--- config.mk ---
export PLATFORM = sky130hd
export DESIGN_NAME = ntt_rom_sequencer
export DESIGN_NICKNAME = d
export VERILOG_FILES = /design/src/rtl/ntt_rom_sequencer.sv
export SDC_FILE = /design/constraint.sdc
export NUM_CORES = 1
export LEC_CHECK = 0
export BUFFER_PORTS_ARGS = -buffer_cell sky130_fd_sc_hd__buf_2
export CORE_ASPECT_RATIO = 0.75
export CORE_UTILIZATION = 54
export DETAILED_ROUTE_END_ITERATION = 7
export GPL_TIMING_DRIVEN = 0
export PLACE_DENSITY_LB_ADDON = 0.2
export SYNTH_ARGS = -nofsm -noshare
export SYNTH_HDL_FRONTEND = slang
export SYNTH_SLANG_ARGS = --single-unit
export TNS_END_PERCENT = 50
--- constraint.sdc ---
create_clock -name clk -period 3.7 [get_ports clk]
set_input_delay 0.37 -clock clk [delete_from_list [all_inputs] [get_ports clk]]
set_output_delay 0.37 -clock clk [all_outputs]
set_load 0.1 [all_outputs]
--- src/rtl/ntt_rom_sequencer.sv ---
`default_nettype none
// ============================================================================
// Module   : ntt_rom_sequencer
// Brief    : Walks a contiguous range of the NTT twiddle/index schedule ROM and
//            streams two butterfly ops per word over a valid/ready handshake.
//            Optional stall-cycle counter enabled by NTT_SEQ_STALL_CNT_EN.
// Revision : 1.0 - initial release
// ============================================================================
module ntt_rom_sequencer #(
    parameter int ADDR_W = 7,
    parameter int DATA_W = 64,
    parameter int CNT_W  = 8,
    parameter int ZETA_W = 12,
    parameter int IDX_W  = 8
) (
    input  logic              clk,
    input  logic              srst,
    input  logic              start,
    input  logic [ADDR_W-1:0] base_addr,
    input  logic [CNT_W-1:0]  count,
    output logic              busy,
    output logic              done,
    output logic [ADDR_W-1:0] rom_addr,
    input  logic [DATA_W-1:0] rom_dout,
    output logic              bf_valid,
    input  logic              bf_ready,
    output logic              bf_lane,
    output logic [ZETA_W-1:0] bf_zeta,
    output logic [IDX_W-1:0]  bf_idx_a,
    output logic [IDX_W-1:0]  bf_idx_b,
    output logic              bf_last
`ifdef NTT_SEQ_STALL_CNT_EN
    ,
    output logic [15:0]       stall_cnt
`endif
);

    localparam int c_L0_ZETA_LSB = 48;
    localparam int c_L0_A_LSB    = 40;
    localparam int c_L0_B_LSB    = 32;
    localparam int c_L1_ZETA_LSB = 16;
    localparam int c_L1_A_LSB    = 8;
    localparam int c_L1_B_LSB    = 0;

    typedef enum logic [2:0] {
        S_IDLE   = 3'd0,
        S_WAIT   = 3'd1,
        S_LOAD   = 3'd2,
        S_ISSUE0 = 3'd3,
        S_ISSUE1 = 3'd4,
        S_DONE   = 3'd5
    } state_t;

    state_t            r_state, w_state_nxt;
    logic [CNT_W-1:0]  r_rem, w_rem_nxt;
    logic [DATA_W-1:0] r_word, w_word_nxt;
    logic [ADDR_W-1:0] r_rom_addr, w_rom_addr_nxt;
    logic              w_unused_word;

    // Nibbles above each lane's zeta field carry no information.
    assign w_unused_word = ^{r_word[63:60], r_word[31:28]};
    assign rom_addr      = r_rom_addr;

    always_ff @(posedge clk) begin
        if (srst) begin
            r_state    <= S_IDLE;
            r_rem      <= '0;
            r_word     <= '0;
            r_rom_addr <= '0;
        end else begin
            r_state    <= w_state_nxt;
            r_rem      <= w_rem_nxt;
            r_word     <= w_word_nxt;
            r_rom_addr <= w_rom_addr_nxt;
        end
    end

    always_comb begin
        w_state_nxt    = r_state;
        w_rem_nxt      = r_rem;
        w_word_nxt     = r_word;
        w_rom_addr_nxt = r_rom_addr;
        busy           = (r_state != S_IDLE);
        done           = 1'b0;
        bf_valid       = 1'b0;
        bf_lane        = 1'b0;
        bf_zeta        = '0;
        bf_idx_a       = '0;
        bf_idx_b       = '0;
        bf_last        = 1'b0;

        case (r_state)
            S_IDLE: begin
                if (start) begin
                    if (count != '0) begin
                        w_rom_addr_nxt = base_addr;
                        w_rem_nxt      = count;
                        w_state_nxt    = S_WAIT;
                    end else begin
                        w_state_nxt    = S_DONE;
                    end
                end
            end
            S_WAIT: begin
                w_state_nxt = S_LOAD;
            end
            S_LOAD: begin
                // Capture the first word and immediately prefetch the next one.
                w_word_nxt     = rom_dout;
                w_rom_addr_nxt = r_rom_addr + ADDR_W'(1);
                w_state_nxt    = S_ISSUE0;
            end
            S_ISSUE0: begin
                bf_valid = 1'b1;
                bf_lane  = 1'b0;
                bf_zeta  = r_word[c_L0_ZETA_LSB +: ZETA_W];
                bf_idx_a = r_word[c_L0_A_LSB +: IDX_W];
                bf_idx_b = r_word[c_L0_B_LSB +: IDX_W];
                if (bf_ready) begin
                    w_state_nxt = S_ISSUE1;
                end
            end
            S_ISSUE1: begin
                bf_valid = 1'b1;
                bf_lane  = 1'b1;
                bf_zeta  = r_word[c_L1_ZETA_LSB +: ZETA_W];
                bf_idx_a = r_word[c_L1_A_LSB +: IDX_W];
                bf_idx_b = r_word[c_L1_B_LSB +: IDX_W];
                bf_last  = (r_rem == CNT_W'(1));
                if (bf_ready) begin
                    w_rem_nxt = r_rem - CNT_W'(1);
                    if (r_rem == CNT_W'(1)) begin
                        w_state_nxt = S_DONE;
                    end else begin
                        // rom_dout already holds the word prefetched one op earlier.
                        w_word_nxt     = rom_dout;
                        w_rom_addr_nxt = r_rom_addr + ADDR_W'(1);
                        w_state_nxt    = S_ISSUE0;
                    end
                end
            end
            S_DONE: begin
                done        = 1'b1;
                w_state_nxt = S_IDLE;
            end
            default: begin
                w_state_nxt = S_IDLE;
            end
        endcase
    end

`ifdef NTT_SEQ_STALL_CNT_EN
    logic [15:0] r_stall_cnt;

    always_ff @(posedge clk) begin
        if (srst) begin
            r_stall_cnt <= '0;
        end else if ((r_state == S_IDLE) && start) begin
            r_stall_cnt <= '0;
        end else if (bf_valid && !bf_ready && (r_stall_cnt != 16'hFFFF)) begin
            r_stall_cnt <= r_stall_cnt + 16'd1;
        end
    end

    assign stall_cnt = r_stall_cnt;
`endif

endmodule
`default_nettype wire

Yosys cells after proc, flatten, opt, wreduce, memory -nomap -nowiden
Index checks and enable logic that the tools add are counted.

Flip-flop bits (word level): 78. Input port bits: 83. Output and inout bits: 40. Logic and storage cells: 53.

$add $sub $neg: 2. Equal/unequal tests: 11. Multiplexer cells: 25. Reductions and logical operators: 11.

Operators with widths (number): $mux W60 (2); $pmux W60 S2 (1); $pmux W8 S2 (3); $mux W7 (4); $mux W8 (3); $pmux W12 S2 (1); $pmux W7 S3 (1); $mux W3 (5); $pmux W3 S5 (1); $ne A2 B2 Y1 const B (5); $eq A8 B1 Y1 const B (1); $reduce_bool A8 Y1 (1); $sub A8 B1 Y8 const B (1); $add A7 B1 Y7 const B (1); $eq A3 B2 Y1 const B (2); $eq A3 B3 Y1 const B (2); $reduce_and A3 Y1 (2); $reduce_bool A3 Y1 (2); $reduce_and A5 Y1 (1); $mux W1 (4); $reduce_and A4 Y1 (1); $reduce_bool A2 Y1 (2); $eq A3 B1 Y1 const B (1); $logic_not A3 Y1 (1); $reduce_or A2 Y1 (1).

Logic depth before layout (Yosys ltp)
Depth in word-level cells: 4. Depth in mapped cells: 9. Gate-level depth less buffers: 7.

Least setup slack after synthesis
No wires, ideal clock.

Path kind: reg-to-output. Start point: register r_state[1]. End point: output bf_idx_a[0]. Arrival: 2.874 ns. Data required time: 3.330 ns. Setup slack: 0.456 ns. Stages on the path, launching flop included: 7. Cells stage by stage: dfxtp_1 -> buf_4 -> nand2b_1 -> nand2b_1 -> inv_1 -> buf_1 -> a22o_1.

Cells in the longest elaborated chain, start to end: 2.

RTL lines: from (decl) (RTL line 54) `state_t r_state, w_state_nxt;`; from (signal assigned) (RTL line 71) `r_state <= w_state_nxt;`; $eq A3 B3 Y1 / $eq A3 B2 Y1 (equally long branches) (RTL line 92) `case (r_state)`; $pmux W8 S2 (*) (RTL line 92); to (decl) (RTL line 29) `output logic [IDX_W-1:0] bf_idx_a,`.

Every way passes the cells marked *; elsewhere a longest branch is shown, timed or not.

Final worst setup path
Start point: register r_state[2]. End point: output bf_zeta[10].

Cells in the longest elaborated chain, start to end: 2.

RTL lines: $eq A3 B3 Y1 / $eq A3 B2 Y1 (equally long branches) (RTL line 92); $pmux W12 S2 (*) (RTL line 92); to (decl) (RTL line 28) `output logic [ZETA_W-1:0] bf_zeta,`.

Marks and branches as above.

==> summary.md <==
- completed — status
- 4130 um^2 — post-placement cell area
- 2700 ps — worst endpoint data arrival time
- 0 — post-cts repair resize count
- 350 ps — insertion delay to the later sink of the worst-skew pair
- 59.4% — worst-case headroom to the max-slew limit
- 0 — total of endpoints with negative setup slack in the final report
- clkbuf_8 — Clock Root Buffer
- 443 — Cells after Synth
- 15.3 um — average wire length per cell after detail routing
- 0 — count of antenna-violating nets left after detailed routing
- output port — critical path capture point type
- 16000 um — wire length of the first global-routing pass
- 42.7% — sequential fraction of the synthesis area
- 6010 um^2 — core region area
- 3070 ps — Final min period
- 30.7% — Total Routing Usage GR
- 1330 ps — reg-to-reg slack, setup
- 0 — number of buffers inserted to repair setup after CTS
- reg2out — critical path start-end classification
- done — CTS tree
- 0.289 mV — worst ir drop on vdd
- 5 — iteration count of the initial detailed-routing pass
- 288 — number of design-rule violations left by the first detailed-router iteration
- 0 — post-cts hold buffer count
- 57.8% — effective utilization at floorplan
- 474 nW/um^2 — P per Cell Area
- 2 — clk buf depth
- 113 — number of buffers added on ports
- 26.6% — share of cells above drive strength 1
- 0.00186 uW — leakage
- 13 — maximum number of pins on one net before global-route repair
- 0 — count of final hold-check violations
- 72.3% — utilization after layout
- in2reg — hold crit path type
- 0 — max-slew violation count
- 4340 um^2 — final std cell area, no fill
- 0 ps — setup TNS after final layout
- 3330 ps — data required time at the worst endpoint
- 609 ps — pin slew with the least headroom to its limit
- 46 — unique cell type count in the Yosys netlist
- dfxtp_1 — cell taking the most area after synthesis
- 3688 — via total after detailed routing
- 10 — Max FO, Critical Path
- 0 — count of maximum capacitance violations
- 653 — Final #Nets
- 94.6 um — width of the chip
- 5.67 — post-DR vias/cell
- 500 — fillcell total
- 0.325 GHz — Max Clk Rate
- 6750 um^2 — Total Die Area
- 529 — post-synthesis net count
- 24 — # rows
- 83.1% — final critical-path share of the clock period
- 1010 ps — worst-case setup slack after placement
- 9 — number of buffers added by the clock tree synthesis step
- 626 ps — final worst setup slack
- register — Critical Path Start Type
- 0 — post-detailed-route DRC marker count
- false — setup repair after global routing missed its margin
- 42.7% — Synth top area share
- 11.1 ps — Worst Skew
- 0 — total number of yosys warnings
- 650 — post-route insts no fill
- 634 — Inst Count DP
- 74 — post-synthesis register bit count
- 123 — top-level I/O count
- 25.2% — Syn-to-layout area delta
- 3 — H-tree levels
- 0 — initial antenna violation count
- 3470 um^2 — area of the mapped netlist
- dfxtp_1 43%, nand2_1 14%, a21oi_1 11% — synth top area cells
- 9950 um — detailed-route wire length
- 3324 — vias in the first global route
- 80 ps — clock transition at the register clock pins on the worst setup and hold paths after CTS
- 74 — number of sinks on the clock net
- 71.4 um — Die Y-Extent
- 0 — ant diodes
- 0.962 — routability congestion estimate from global placement
- 7.83 um^2 — average footprint of a synthesized cell
- 0 — Remaining Overflow, GRT
- 7100 um — Final HPWL DP
## critical path, stage by stage, from the launching register on
cell and delay, ps:
dfxtp_1 370, buf_6 160, nor2_1 150, clkbuf_1 500, clkbuf_1 490, a22o_1 250
buf_2 440
## synth_stat cells, drive strengths merged
cell           n
nand2        126
a21oi         76
dfxtp         74
a22o          29
nor2          18
buf           17
clkbuf        16
nand2b        11
inv            9
o21ai          9
a211oi         5
nor3           4
ha             3
nand3          3
nor4           3
or2            3
or3            3
and3           2
mux2i          2
nor2b          2
o2111ai        2
o211ai         2
o21a           2
o31ai          2
o32ai          2
xnor2          2
xor2           2
a211o          1
a21o           1
a221oi         1
a22oi          1
a311oi         1
a31o           1
and2           1
dlygate4sd1    1
nand4          1
o221a          1
o221ai         1
o22ai          1
o31a           1
or4            1
## worst paths after layout
path / to / cells past startpoint / start
worst min register to register: r_word[6] / 2 / r_word[6]
worst max-delay path: bf_zeta[10] / 6 / r_state[2]
worst max register to register: r_word[56] / 7 / r_rem[3]
worst min-delay path: r_word[16] / 3 / rom_dout[16]
## area by class of cell
cell class	instances	area (um^2)	share of cell area (%)
inverters	9	33.8	0.778
multi-input cells	326	1750	40.3
flip-flops and latches	74	1480	34.1
clock buffers	11	131	3.03
clock inverters	5	78.8	1.82
plain buffers	34	203	4.67
repair buffers	113	566	13.0
well taps	78	97.6	2.25
## logic make-up after synthesis
family	Yosys count	synth area share [%]
and+or+nand+nor	178	21.7
AOI/OAI and AO/OA	139	26.1
DFF	74	42.7
buffers and inverters	43	6.82
xor gates and xnor gates	4	1.01
adders and majority gates	3	1.08
muxes	2	0.577
## cells in the final DEF, fill, tap and decap left out, types with 2 or more instances in the layout
cell       Yosys  routed
o21ai_0        7       7
nor2_1        18      18
or2_2          3       3
ha_1           3       3
nor4_1         3       3
clkbuf_8       0       9
nor3_1         4       4
buf_1          2       2
dfxtp_1       74      74
inv_1          9       9
xor2_1         2       2
o2111ai_1      2       2
buf_2          5     118
bufinv_16      0       2
buf_4          3       3
xnor2_1        2       2
o32ai_1        2       2
a22o_1        29      29
and3_1         2       2
buf_6          7       7
or3_1          2       2
nand2b_1      11      11
nand2_1      126     126
a21oi_1       76      76
o21ai_1        2       2
o21a_1         2       2
o211ai_1       2       2
nand3_1        3       3
a211oi_1       5       5
clkinv_2       0       2
o31ai_1        2       2
mux2i_1        2       2
clkbuf_1      16      18
nor2b_1        2       2
## stage by stage
stage                     hold WS [ps]  total power [uW]
after floorplan                    436              1260
after global placement             442              1370
after detailed placement           449              1390
after CTS                          250              2050
after global routing               258              2150
final                              250              2060
## registers in the layout, summed over array words and instances, names as in the netlist
register and flops:
rom_addr 7, r_rem 8, r_state 3, r_word 56
## power breakdown
part	switching [uW]	internal [uW]	total, uW
Clock	300	379	680
Sequential	44.7	861	905
Combinational	322	152	474
## per-layer routing
metal,vias up,track usage (%),part of all wire (%)
met4,0,9.09,1.8
met2,183,48.3,45
li1,1779,-,-
met3,22,6.26,7.6
met1,1704,42.9,46
met5,-,0,0
Note: power is estimated with default switching activity, not from simulation.
